## src/rtl/huffman_pkg.sv

```systemverilog
// Shared definitions for the Huffman front end: symbol codes, FSM encoding,
// default block geometry and the rank index type.
package huffman_pkg;

  localparam int HUF_NSYM  = 7;
  localparam int HUF_SYM_W = 4;
  localparam int HUF_CNT_W = 4;

  localparam logic [3:0] SYM_A = 4'hA;
  localparam logic [3:0] SYM_B = 4'hB;
  localparam logic [3:0] SYM_C = 4'hC;
  localparam logic [3:0] SYM_D = 4'hD;

  typedef enum logic [1:0] {
    ST_IDLE  = 2'd0,
    ST_COUNT = 2'd1,
    ST_SORT  = 2'd2,
    ST_FIN   = 2'd3
  } state_t;

  typedef logic [1:0] rank_t;

endpackage

```

## src/rtl/huffman_cmp_swap.sv

```systemverilog
// Combinational compare-swap of two ranked symbols keyed on (count, index);
// the larger key moves to the high slot, ties never swap.
module huffman_cmp_swap
  import huffman_pkg::*;
#(
  parameter int CNT_W = HUF_CNT_W
) (
  input  logic [CNT_W-1:0] lo_cnt,
  input  rank_t            lo_idx,
  input  logic [CNT_W-1:0] hi_cnt,
  input  rank_t            hi_idx,
  output rank_t            out_lo,
  output rank_t            out_hi
);

  logic swap;

  always_comb begin
    swap   = {lo_cnt, lo_idx} > {hi_cnt, hi_idx};
    out_lo = swap ? hi_idx : lo_idx;
    out_hi = swap ? lo_idx : hi_idx;
  end

endmodule

```

## src/rtl/huffman_count_ctrl.sv

```systemverilog
// Counts the four legal symbols of a 7-symbol block, one per clock, then ranks
// them by ascending frequency; fixed NSYM+5 cycle latency from START to DONE.
module huffman_count_ctrl
  import huffman_pkg::*;
#(
  parameter int NSYM  = HUF_NSYM,
  parameter int SYM_W = HUF_SYM_W,
  parameter int CNT_W = HUF_CNT_W
) (
  input  logic                    CLK,
  input  logic                    RST,
  input  logic                    START,
  input  logic [NSYM*SYM_W-1:0]   BLOCK_IN,
  output logic                    BUSY,
  output logic                    DONE,
  output logic [4*CNT_W-1:0]      FREQ_OUT,
  output logic [7:0]              RANK_OUT,
  output logic                    ERR
);

  localparam int IDX_W = (NSYM > 4) ? $clog2(NSYM) : 2;
  localparam logic [IDX_W-1:0] LAST_IDX = IDX_W'(NSYM - 1);
  localparam logic [CNT_W-1:0] CNT_MAX  = '1;

  state_t                  state, state_nxt;
  logic [NSYM*SYM_W-1:0]   shreg;
  logic [IDX_W-1:0]        idx;
  logic [CNT_W-1:0]        cnt [4];
  rank_t                   rank [4];
  logic                    err;

  logic [SYM_W-1:0]        cur_sym;
  logic                    sym_ok;
  rank_t                   sym_idx;

  always_comb begin
    cur_sym = shreg[SYM_W-1:0];
    sym_ok  = 1'b1;
    sym_idx = '0;
    if      (cur_sym == SYM_W'(SYM_A)) sym_idx = 2'd0;
    else if (cur_sym == SYM_W'(SYM_B)) sym_idx = 2'd1;
    else if (cur_sym == SYM_W'(SYM_C)) sym_idx = 2'd2;
    else if (cur_sym == SYM_W'(SYM_D)) sym_idx = 2'd3;
    else                               sym_ok  = 1'b0;
  end

  // During SORT the low bits of idx are the phase; odd phases reuse u_cs0 on (1,2).
  logic  odd_phase;
  rank_t u0_lo_in, u0_hi_in, u0_lo_out, u0_hi_out, u1_lo_out, u1_hi_out;

  assign odd_phase = idx[0];
  assign u0_lo_in  = odd_phase ? rank[1] : rank[0];
  assign u0_hi_in  = odd_phase ? rank[2] : rank[1];

  huffman_cmp_swap #(.CNT_W(CNT_W)) u_cs0 (
    .lo_cnt (cnt[u0_lo_in]),
    .lo_idx (u0_lo_in),
    .hi_cnt (cnt[u0_hi_in]),
    .hi_idx (u0_hi_in),
    .out_lo (u0_lo_out),
    .out_hi (u0_hi_out)
  );

  huffman_cmp_swap #(.CNT_W(CNT_W)) u_cs1 (
    .lo_cnt (cnt[rank[2]]),
    .lo_idx (rank[2]),
    .hi_cnt (cnt[rank[3]]),
    .hi_idx (rank[3]),
    .out_lo (u1_lo_out),
    .out_hi (u1_hi_out)
  );

  always_comb begin
    state_nxt = state;
    case (state)
      ST_IDLE:  if (START) state_nxt = ST_COUNT;
      ST_COUNT: if (idx == LAST_IDX) state_nxt = ST_SORT;
      ST_SORT:  if (idx[1:0] == 2'd3) state_nxt = ST_FIN;
      ST_FIN:   state_nxt = ST_IDLE;
      default:  state_nxt = ST_IDLE;
    endcase
  end

  always_ff @(posedge CLK or posedge RST) begin
    if (RST) state <= ST_IDLE;
    else     state <= state_nxt;
  end

  always_ff @(posedge CLK or posedge RST) begin
    if (RST) begin
      shreg <= '0;
      idx   <= '0;
      err   <= 1'b0;
      for (int i = 0; i < 4; i++) begin
        cnt[i]  <= '0;
        rank[i] <= rank_t'(i);
      end
    end else begin
      case (state)
        ST_IDLE: begin
          if (START) begin
            shreg <= BLOCK_IN;
            idx   <= '0;
            err   <= 1'b0;
            for (int i = 0; i < 4; i++) begin
              cnt[i]  <= '0;
              rank[i] <= rank_t'(i);
            end
          end
        end
        ST_COUNT: begin
          shreg <= shreg >> SYM_W;
          idx   <= (idx == LAST_IDX) ? '0 : idx + 1'b1;
          if (!sym_ok)
            err <= 1'b1;
          else if (cnt[sym_idx] != CNT_MAX)
            cnt[sym_idx] <= cnt[sym_idx] + 1'b1;
        end
        ST_SORT: begin
          idx <= (idx[1:0] == 2'd3) ? '0 : idx + 1'b1;
          if (odd_phase) begin
            rank[1] <= u0_lo_out;
            rank[2] <= u0_hi_out;
          end else begin
            rank[0] <= u0_lo_out;
            rank[1] <= u0_hi_out;
            rank[2] <= u1_lo_out;
            rank[3] <= u1_hi_out;
          end
        end
        default: ;
      endcase
    end
  end

  assign BUSY     = (state != ST_IDLE);
  assign DONE     = (state == ST_FIN);
  assign FREQ_OUT = {cnt[3], cnt[2], cnt[1], cnt[0]};
  assign RANK_OUT = {rank[3], rank[2], rank[1], rank[0]};
  assign ERR      = err;

endmodule

```

## config.mk

```make
export PLATFORM = sky130hd
export DESIGN_NAME = huffman_count_ctrl
export DESIGN_NICKNAME = d
export VERILOG_FILES = /design/src/rtl/huffman_pkg.sv /design/src/rtl/huffman_cmp_swap.sv /design/src/rtl/huffman_count_ctrl.sv
export SDC_FILE = /design/constraint.sdc
export NUM_CORES = 1
export LEC_CHECK = 0
export CAP_MARGIN = 20
export CORE_ASPECT_RATIO = 0.6
export CORE_MARGIN = 2
export CORE_UTILIZATION = 51
export CTS_BUF_LIST = sky130_fd_sc_hd__clkbuf_4 sky130_fd_sc_hd__clkbuf_8
export DETAILED_ROUTE_END_ITERATION = 8
export GPL_TIMING_DRIVEN = 0
export PLACE_DENSITY = 0.89
export SYNTH_ARGS = -nofsm -noshare
export SYNTH_HDL_FRONTEND = slang
export SYNTH_HIERARCHICAL = 1
export SYNTH_SLANG_ARGS = --single-unit
```

## constraint.sdc

```tcl
create_clock -name CLK -period 3.15 [get_ports CLK]
set_input_delay 0.315 -clock CLK [delete_from_list [all_inputs] [get_ports CLK]]
set_output_delay 0.315 -clock CLK [all_outputs]
set_load 0.05 [all_outputs]
```

==> qor.yml, run 1 <==
sta:
  finalWorstPathRequiredPeriod_ns: 3.028
  setup_slack_ns: 0.1215
  fin_crit_sh_pct: 96.14
  skew_ns: 0.01012
  slew_violations: 0
  fmax_mhz: 330.2
  setup_viol: 0
  worst_pin_slew_ns: 0.7723
  slew_headroom_pct: 48.52
  hold_viol: 0
clock_tree:
  hold_buffers: 0
  cts-root-buf: "clkbuf_8"
  cts_htree_levels: 3
  clkTransAtPathRegs_ns: 0.07
  cts_tree: "built"
  worstSkewPairLatency_ns: 0.35
  clock_sinks: 58
  cts_buffers: 9
  cts_max_path_buffers: 2
floorplanning:
  core_um2: 7789
  pin_count: 58
  start_util_pct: 52.06
  die_h_um: 73.07
  num_rows: 25
  die_w_um: 119.1
  dieArea_um2: 8704
setup_path:
  crit_slowest_cell: "dfrtp_2"
  cp_num_buf_inv: 2
  crit_path_max_incr_delay_ns: 0.47
  arrival_ns: 3.31
  required_ns: 3.43
  startpoint_type: "register"
  worstSetupPathType: "reg2reg"
  path_cells: "clkbuf_4 -> mux2i_4 -> a211oi_1 -> a21oi_1 -> inv_1 -> ha_1 -> and4_1 -> o21ai_2 -> and4b_4 -> o311ai_2 -> mux2_2 -> o22a_1"
  cp_top_family: "compound AO/OA/AOI/OAI gates"
  worst-path-max-fanout: 11
  critPathCaptureType: "register"
detailed_routing:
  wl_per_cell_um: 18.19
  viasPerCell: 6.035
  firstDrtPassIters: 5
  num_vias: 3657
  drtAntennaViolNets: 0
  totalWireLength_mm: 11.02
  drcViolationCount: 0
  first_iter_violations: 400
power_and_ir_drop:
  p_per_area_nw_per_um2: 1081
  worst_ir_drop_vdd_uv: 558.6
  total_power_mw: 5.476
  leakagePower_nw: 2.153
layout:
  fillCellCount: 574
  multi_input_area_um2: 2449
  postLayoutCoreUtil_pct: 65.04
  nets: 544
  seq_area_um2: 1459
  synthToLayoutAreaGrowth_pct: 24.93
  final_area_um2: 5066
  layout-drive-gt1-share_pct: 15.66
  layoutNonFillerInstCount: 606
  antennaDiodeCount: 0
logic_synthesis:
  synthesis.nets: 475
  ys_ff_latch: 58
  synth-compound-area-share_pct: 20.86
  synthFlopType: "dfrtp_1"
  ys_types: 52
  ys_warn_count: 6
  synth-adder-area-share_pct: 6.171
  netlist_instances: 424
  yosys.area_share.simple_pct: 15.64
  synth_top_family_by_area: "compound AO/OA/AOI/OAI gates"
  muxShareOfSynthArea_pct: 15.61
  synth-edff-count: 0
  netlist_area_um2: 4055
  seq_area_frac_synth_pct: 35.91
  async_flop_share_pct: 100.0
  yosys.area_share.xor_xnor_pct: 0.4320
  syn_area_per_cell_um2: 9.564
place:
  gp_congestion: 0.9578
  dpl_worst_slack_ns: -0.4010
  place_inst: 590
  dp_hpwl_mm: 8.203
  io_buffers: 57
  placed_cell_area_um2: 4782
global_route:
  gr-total-overflow: 0
  grt_pass1_vias: 3550
  grt_max_degree: 44
  grt.total_usage_pct: 26.78
  antenna_found_initial: 0
  grt_pass1_wl_mm: 17.93
min_path:
  hold_path.class: "in2async"
job:
  maxCapViolations: 0
run_status:
  outcome: "finished, final reports clean"
## Yosys cell counts, types with 9 or more instances
| library cell | n | area (um2) |
|---|---|---|
| o21ai_0 | 39 | 195.2 |
| inv_1 | 29 | 108.9 |
| nand2_1 | 60 | 225.2 |
| dfrtp_1 | 54 | 1351 |
| mux2i_1 | 43 | 430.4 |
| ha_1 | 20 | 250.2 |
| nor2b_1 | 10 | 62.56 |
| buf_2 | 9 | 45.04 |
| clkbuf_1 | 10 | 37.54 |
| a211oi_1 | 9 | 67.56 |
| a21oi_1 | 14 | 70.07 |
| a22o_1 | 9 | 78.83 |
| nand4_1 | 10 | 62.56 |
| nor2_1 | 16 | 60.06 |
## timing repair
| action | 4_1_cts | 5_1_grt |
|---|---|---|
| setup buffers | 0 | 1 |
| cloned | 0 | 1 |
| endpoints found under the hold margin | 0 | 0 |
| pin swaps | 0 | 0 |
| endpoints found under the setup margin | 6 | 6 |
| resized for setup | 9 | 9 |
## power breakdown
group	internal, mW	leakage (nW)	switching (mW)
logic	1.38	1.30	2.02
clock network	0.412	0.104	0.307
registers	1.03	0.746	0.323
total	2.82	2.15	2.65
## layout by cell type, fill, tap and decap left out, types with 10 or more instances in the layout
cell | netlist | routed
clkbuf_8 | 0 | 10
dfrtp_1 | 54 | 52
nor2_1 | 16 | 16
nand2_1 | 60 | 60
nor2b_1 | 10 | 10
clkdlybuf4s50_1 | 0 | 57
o21ai_0 | 39 | 38
ha_1 | 20 | 20
nand4_1 | 10 | 10
mux2i_1 | 43 | 39
a21oi_1 | 14 | 14
inv_1 | 29 | 28
## layout make-up
class / count / share of cell area (%)
clock buffer: 13 / 3.161
sequential: 58 / 28.80
multi-input combinational: 315 / 48.33
timing repair buffer: 59 / 11.81
clock inverter: 3 / 0.8397
inverter: 30 / 2.223
tap: 108 / 2.667
buffer: 20 / 2.173
## layer usage
layer,share of wire (%),track usage [%],wire length [um],up-vias
met4,1.8,9.127,195,0
met1,46,37.41,5112,1772
li1,-,-,-,1700
met3,9.1,7.500,1003,20
met5,0,0,0,-
met2,43,40.42,4713,165
## kinds of logic (layout without fill, tap and decap cells)
family / after synthesis / count (layout)
xor+xnor: 2 / 2
flops: 58 / 58
compound gates: 114 / 114
fa+ha+maj: 20 / 20
simple gates: 125 / 125
mux: 53 / 54
buf+inv: 52 / 125
## sequential cells by signal, summed over array words and instances (netlist names)
signal and count:
idx 3, RANK_OUT 8, FREQ_OUT 16, shreg 28, state 2, ERR 1
## per-stage QoR
stage	setup TNS (ns)	hold WS (ns)
6_report	0	0.2528
4_1_cts	0	0.2538
3_3_place_gp	-1.388	0.4608
2_1_floorplan	0	0.4496
3_5_place_dp	-1.653	0.4709
5_1_grt	-0.03121	0.2746
## path summary, 6_finish.rpt
| check | cells after the start | to | slack, ns | start |
|---|---|---|---|---|
| max in group asynchronous | 3 | RANK_OUT[5]$_DFFE_PP1P_ | 2.29 | RST |
| hold reg to reg | 2 | shreg[7]$_DFFE_PP0P_ | 0.48 | shreg[7]$_DFFE_PP0P_ |
| min in group CLK | 2 | shreg[7]$_DFFE_PP0P_ | 0.48 | shreg[7]$_DFFE_PP0P_ |
| hold / removal | 2 | FREQ_OUT[13]$_DFFE_PP0P_ | 0.25 | RST |
| setup / recovery | 12 | RANK_OUT[5]$_DFFE_PP1P_ | 0.12 | idx[0]$_DFFE_PP0P_ |
| setup reg to reg | 12 | RANK_OUT[5]$_DFFE_PP1P_ | 0.12 | idx[0]$_DFFE_PP0P_ |
No activity file was read; power rests on OpenSTA's default activity.
==> run 2: changes to the inputs <==
--- a/config.mk
+++ b/config.mk
@@ -8,11 +8,11 @@
 export CAP_MARGIN = 20
 export CORE_ASPECT_RATIO = 0.6
 export CORE_MARGIN = 2
-export CORE_UTILIZATION = 51
+export CORE_UTILIZATION = 35
 export CTS_BUF_LIST = sky130_fd_sc_hd__clkbuf_4 sky130_fd_sc_hd__clkbuf_8
 export DETAILED_ROUTE_END_ITERATION = 8
 export GPL_TIMING_DRIVEN = 0
-export PLACE_DENSITY = 0.89
+export PLACE_DENSITY = 0.68
 export SYNTH_ARGS = -nofsm -noshare
 export SYNTH_HDL_FRONTEND = slang
 export SYNTH_HIERARCHICAL = 1
==> run 2 against run 1 <==
- design area grew 4.0%
- total power grew 7.0%
- clock skew grew 0.0024 ns
- sequential share of layout area shrank 1.1 points
- register-to-register slack gained 0.02 ns
- setup slack gained 0.024 ns
- highest routed layer unchanged
==> qor.yml, run 2 (synthesized netlist as in run 1, its figures left out) <==
run_status:
  outcome: "finished, final reports clean"
power_and_ir_drop:
  pwr-share-clk_pct: 15.0
  p_per_area_nw_per_um2: 1113
  worst_ir_drop_vdd_uv: 409.3
  leakagePower_nw: 2.221
  p_int_mw: 3.078
  total_power_mw: 5.860
  switching_power_mw: 2.781
  power_frac_comb_pct: 62.3
  switching_share_pct: 47.47
  seq_power_share_pct: 22.6
floorplanning:
  num_rows: 30
  die_h_um: 87.38
  dieArea_um2: 12490
  die_w_um: 143.0
  start_util_pct: 35.89
  pin_count: 58
  core_um2: 11300
detailed_routing:
  viasPerCell: 5.496
  drcViolationCount: 0
  drtAntennaViolNets: 0
  wl_per_cell_um: 17.72
  totalWireLength_mm: 11.75
  first_iter_violations: 247
  firstDrtPassIters: 5
  num_vias: 3644
setup_path:
  startpoint_type: "register"
  cp_num_buf_inv: 4
  crit_top_cell: "buf_12"
  path_cells: "buf_12 -> mux2i_4 -> buf_6 -> buf_12 -> mux2i_1 -> a21oi_1 -> inv_1 -> ha_1 -> a21o_1 -> nand3_1 -> and4b_4 -> o311ai_4 -> mux2_2 -> o22a_1"
  cp_top_family: "compound AO/OA/AOI/OAI gates"
  worstSetupPathType: "reg2reg"
  crit_path_max_incr_delay_ns: 0.47
  required_ns: 3.43
  arrival_ns: 3.28
  crit_slowest_cell: "dfrtp_2"
  worst-path-max-fanout: 8
  critPathCaptureType: "register"
place:
  placed_cell_area_um2: 4847
  dpl_worst_slack_ns: -0.5147
  io_buffers: 57
  dp_hpwl_mm: 8.812
  place_inst: 642
  gp_congestion: 0.9574
layout:
  synthToLayoutAreaGrowth_pct: 29.87
  antennaDiodeCount: 0
  nets: 549
  multi_input_area_um2: 2461
  final_area_um2: 5266
  fillCellCount: 1060
  layout-drive-gt1-share_pct: 16.90
  largest_reg_flops: 28
  final_common_cell: "nand2_1"
  largest-register: "shreg"
  layoutNonFillerInstCount: 663
  seq_area_um2: 1459
  layout_common_cells: "59 x nand2_1, 57 x clkdlybuf4s50_1, 52 x dfrtp_1"
min_path:
  hold_path.class: "in2async"
sta:
  setup_viol: 0
  hold_viol: 0
  worst_pin_slew_ns: 0.7831
  slew_violations: 0
  fin_crit_sh_pct: 95.37
  setup_slack_ns: 0.1460
  fmax_mhz: 332.9
  skew_ns: 0.01256
  tns_ns: 0
  slew_headroom_pct: 47.79
  finalWorstPathRequiredPeriod_ns: 3.004
global_route:
  grt_pass1_wl_mm: 19.02
  gr-total-overflow: 0
  grt.total_usage_pct: 19.97
  antenna_found_initial: 0
  grt_pass1_vias: 3538
  grt_max_degree: 44
clock_tree:
  cts_tree: "built"
  cts_htree_levels: 3
  worstSkewPairLatency_ns: 0.36
  clock_sinks: 58
  cts_max_path_buffers: 2
  cts_buffers: 9
  cts-root-buf: "clkbuf_8"
  clkTransAtPathRegs_ns: 0.08
job:
  maxCapViolations: 0
==> run 2: changes by cell type in the layout (fill, tap and decap cells not counted), sizes merged <==
cell | before | now
buf | 14 | 21
bufinv | 1 | 3
mux2i | 44 | 43
clkinv | 2 | 3
clkbuf | 21 | 16
inv | 29 | 31
clkinvlp | 1 | 0
==> run 2: cell type report <==
| cell class | instances | area share, % |
|---|---|---|
| tap | 160 | 3.801 |
| buffer | 21 | 2.352 |
| clock inverter | 7 | 2.376 |
| multi-input combinational | 314 | 46.73 |
| clock buffer | 9 | 2.352 |
| inverter | 30 | 2.138 |
| timing repair buffer | 64 | 12.54 |
| sequential | 58 | 27.70 |
==> run 2: routing by layer <==
| metal | global-route usage (%) | vias up | wire length [um] |
|---|---|---|---|
| met1 | 28.75 | 1814 | 5650 |
| met3 | 6.927 | 5 | 1075 |
| met2 | 29.14 | 119 | 4970 |
| met5 | 0 | - | 0 |
| li1 | - | 1706 | - |
| met4 | 3.690 | 0 | 51 |
==> run 2: path summary, 6_finish.rpt <==
check | end | slack (ns) | cells after the start | start
max in group asynchronous | RANK_OUT[2]$_DFFE_PP1P_ | 2.28 | 3 | RST
hold reg to reg | shreg[8]$_DFFE_PP0P_ | 0.49 | 2 | shreg[8]$_DFFE_PP0P_
hold / removal | FREQ_OUT[11]$_DFFE_PP0P_ | 0.25 | 2 | RST
setup / recovery | RANK_OUT[5]$_DFFE_PP1P_ | 0.15 | 14 | idx[0]$_DFFE_PP0P_
setup reg to reg | RANK_OUT[5]$_DFFE_PP1P_ | 0.15 | 14 | idx[0]$_DFFE_PP0P_
min in group CLK | shreg[8]$_DFFE_PP0P_ | 0.49 | 2 | shreg[8]$_DFFE_PP0P_
==> run 2: what timing repair did <==
action	4_1_cts	5_1_grt
endpoints found under the setup margin	6	6
hold buffers	0	0
gates resized for setup	12	17
buffers inserted	0	6
gates cloned	0	0
==> run 2: worst reg2reg max path, cell delays in order (launching register included) <==
cell and delay (ns):
dfrtp_2 0.47, buf_12 0.15, mux2i_4 0.18, buf_6 0.15
buf_12 0.12, mux2i_1 0.11, a21oi_1 0.16, inv_1 0.05
ha_1 0.29, a21o_1 0.16, nand3_1 0.16, and4b_4 0.35
o311ai_4 0.13, mux2_2 0.29, o22a_1 0.16
==> run 2: per-stage QoR <==
step                utilization (%)  hold slack (ns)
finish                        46.61           0.2484
global route                  46.61           0.2692
CTS                           45.43           0.2520
detailed placement            42.90           0.4699
global placement              42.72           0.4611
floorplan                         -           0.4496
==> run 2: power by group through the flow <==
| stage | Clock [mW] | Combinational (mW) | Sequential (mW) |
|---|---|---|---|
| after floorplan | 0 | 2.27 | 1.45 |
| after global placement | 0 | 3.20 | 1.28 |
| after detailed placement | 0 | 3.33 | 1.30 |
| after CTS | 0.898 | 3.37 | 1.31 |
| after global routing | 0.938 | 4.00 | 1.36 |
| final | 0.882 | 3.65 | 1.33 |
==> run 3: changes to the inputs <==
==> constraint.sdc (replaced) <==
create_clock -name CLK -period 2.7 [get_ports CLK]
set_input_delay 0.27 -clock CLK [delete_from_list [all_inputs] [get_ports CLK]]
set_output_delay 0.27 -clock CLK [all_outputs]
set_load 0.05 [all_outputs]
==> run 3 against run 2 <==
- the flow now finishes with violations (negative setup slack)
- design area grew 5.3%
- hold slack lost 0.0086 ns
- clock power shrank 15%
- die area is the same
- total power grew 25%
- clock-buffer cell count grew 5
- critical path depth shrank 1
- fmax grew 2.6%
- sequential power grew 17%
- first-iteration DRC count grew 24%
- sequential share of layout area shrank 1.3 points
- critical path type unchanged
- largest cell class unchanged
==> qor.yml, run 3 (synthesized netlist as in run 1, its figures left out) <==
layout:
  largest-register: "shreg"
  postLayoutCoreUtil_pct: 49.07
  layoutNonFillerInstCount: 680
  final_common_cell: "nand2_1"
  final_area_um2: 5544
  antennaDiodeCount: 0
  largest_reg_flops: 28
  layout_common_cells: "58 x nand2_1, 57 x clkdlybuf4s50_1, 51 x dfrtp_1"
  synthToLayoutAreaGrowth_pct: 36.72
  layout-drive-gt1-share_pct: 23.46
  nets: 566
  fillCellCount: 1066
sta:
  fin_crit_sh_pct: 108.4
  worst_pin_slew_ns: 0.7772
  slew_violations: 0
  finalWorstPathRequiredPeriod_ns: 2.927
  skew_ns: 0.009731
  rsz0062_at_grt: "true"
  fmax_mhz: 341.6
  setup_viol: 6
  tns_ns: -0.9518
  hold_viol: 0
  slew_headroom_pct: 48.19
  setup_slack_ns: -0.2271
detailed_routing:
  viasPerCell: 5.549
  num_vias: 3773
  drcViolationCount: 0
  first_iter_violations: 306
  drtAntennaViolNets: 0
  wl_per_cell_um: 18.08
  firstDrtPassIters: 5
  totalWireLength_mm: 12.29
setup_path:
  arrival_ns: 3.16
  crit_path_max_incr_delay_ns: 0.48
  worstSetupPathType: "reg2reg"
  crit_slowest_cell: "dfrtp_2"
  required_ns: 2.93
  worstRegToRegCells: 13
  startpoint_type: "register"
  critPathCaptureType: "register"
  path_cells: "clkbuf_16 -> mux2i_4 -> buf_4 -> a211oi_1 -> a21oi_1 -> inv_1 -> ha_4 -> and4_4 -> o21ai_4 -> and4b_4 -> o311ai_4 -> mux2i_1 -> o21ai_1"
  worst-path-max-fanout: 5
clock_tree:
  clkTransAtPathRegs_ns: 0.07
  cts_tree: "built"
  hold_buffers: 0
  clock_sinks: 58
  worstSkewPairLatency_ns: 0.34
  cts_buffers: 9
  cts_htree_levels: 3
  cts-root-buf: "clkbuf_8"
  cts_max_path_buffers: 2
power_and_ir_drop:
  p_per_area_nw_per_um2: 1325
  leakagePower_nw: 2.313
  worst_ir_drop_vdd_uv: 549.5
  total_power_mw: 7.348
floorplanning:
  pin_count: 58
  die_h_um: 87.38
  dieArea_um2: 12490
  core_um2: 11300
  start_util_pct: 35.89
  die_w_um: 143.0
  num_rows: 30
global_route:
  gr-total-overflow: 0
  grt_max_degree: 41
  antenna_found_initial: 0
  grt.total_usage_pct: 20.23
  grt_pass1_vias: 3628
  grt_pass1_wl_mm: 19.59
job:
  maxCapViolations: 0
place:
  placed_cell_area_um2: 4912
  place_inst: 642
  io_buffers: 57
  dp_hpwl_mm: 8.766
  gp_congestion: 0.9311
run_status:
  violations: "negative setup slack"
  outcome: "finished, violations left"
min_path:
  hold_path.class: "in2async"
-- run 3: stage by stage --
step,worst slack [ns],hold WS (ns)
after CTS,-0.1238,0.2521
final,-0.2271,0.2398
after floorplan,-0.1487,0.4091
after global routing,-0.3169,0.2789
after global placement,-0.5080,0.4612
after detailed placement,-0.5574,0.4747
-- run 3: area by class of cell --
cell class                      count  area, um2  area share [%]
Buffer                             22      171.4           3.092
Clock buffer                       14      173.9           3.137
Clock inverter                      2      12.51          0.2257
Inverter                           30      112.6           2.031
Multi-Input combinational cell    314       2623           47.30
Sequential cell                    58       1464           26.40
Tap cell                          160      200.2           3.611
Timing Repair Buffer               80      787.0           14.20
-- run 3: critical path, delay by kind of cell (launching register included) --
family          cells  cell delay (ns)
simple gates        2             0.50
compound gates      5             0.71
mux                 2             0.41
flops               1             0.48
buf+inv             3             0.42
fa+ha+maj           1             0.28
-- run 3: what timing repair did --
item,4_1_cts,5_1_grt
pin swaps,16,8
gates cloned,2,0
gates resized for setup,36,16
setup buffers,16,4
endpoints found under the setup margin,6,8
-- run 3: worst paths after layout --
check,startpoint,endpoint,slack (ns)
min,RST,shreg[2]$_DFFE_PP0P_,0.24
min in group CLK,shreg[19]$_DFFE_PP0P_,shreg[19]$_DFFE_PP0P_,0.49
min reg2reg,shreg[19]$_DFFE_PP0P_,shreg[19]$_DFFE_PP0P_,0.49
max reg2reg,idx[0]$_DFFE_PP0P_,RANK_OUT[4]$_DFFE_PP0P_,-0.23
max in group asynchronous,RST,RANK_OUT[5]$_DFFE_PP1P_,1.84
max,idx[0]$_DFFE_PP0P_,RANK_OUT[4]$_DFFE_PP0P_,-0.23
-- run 3: per-layer routing --
metal / vias to the layer above / track usage, % / wire, um
met4: 0 / 3.330 / 82
met5: - / 0 / 0
met2: 159 / 29.45 / 5166
met3: 11 / 4.948 / 1106
li1: 1740 / - / -
met1: 1863 / 30.61 / 5937
-- run 3: power breakdown --
group,switching (mW),total [mW],internal (mW),leakage (nW)
combinational,2.80,5.05,2.25,1.47
sequential,0.351,1.55,1.20,0.744
clock,0.338,0.751,0.413,0.0969
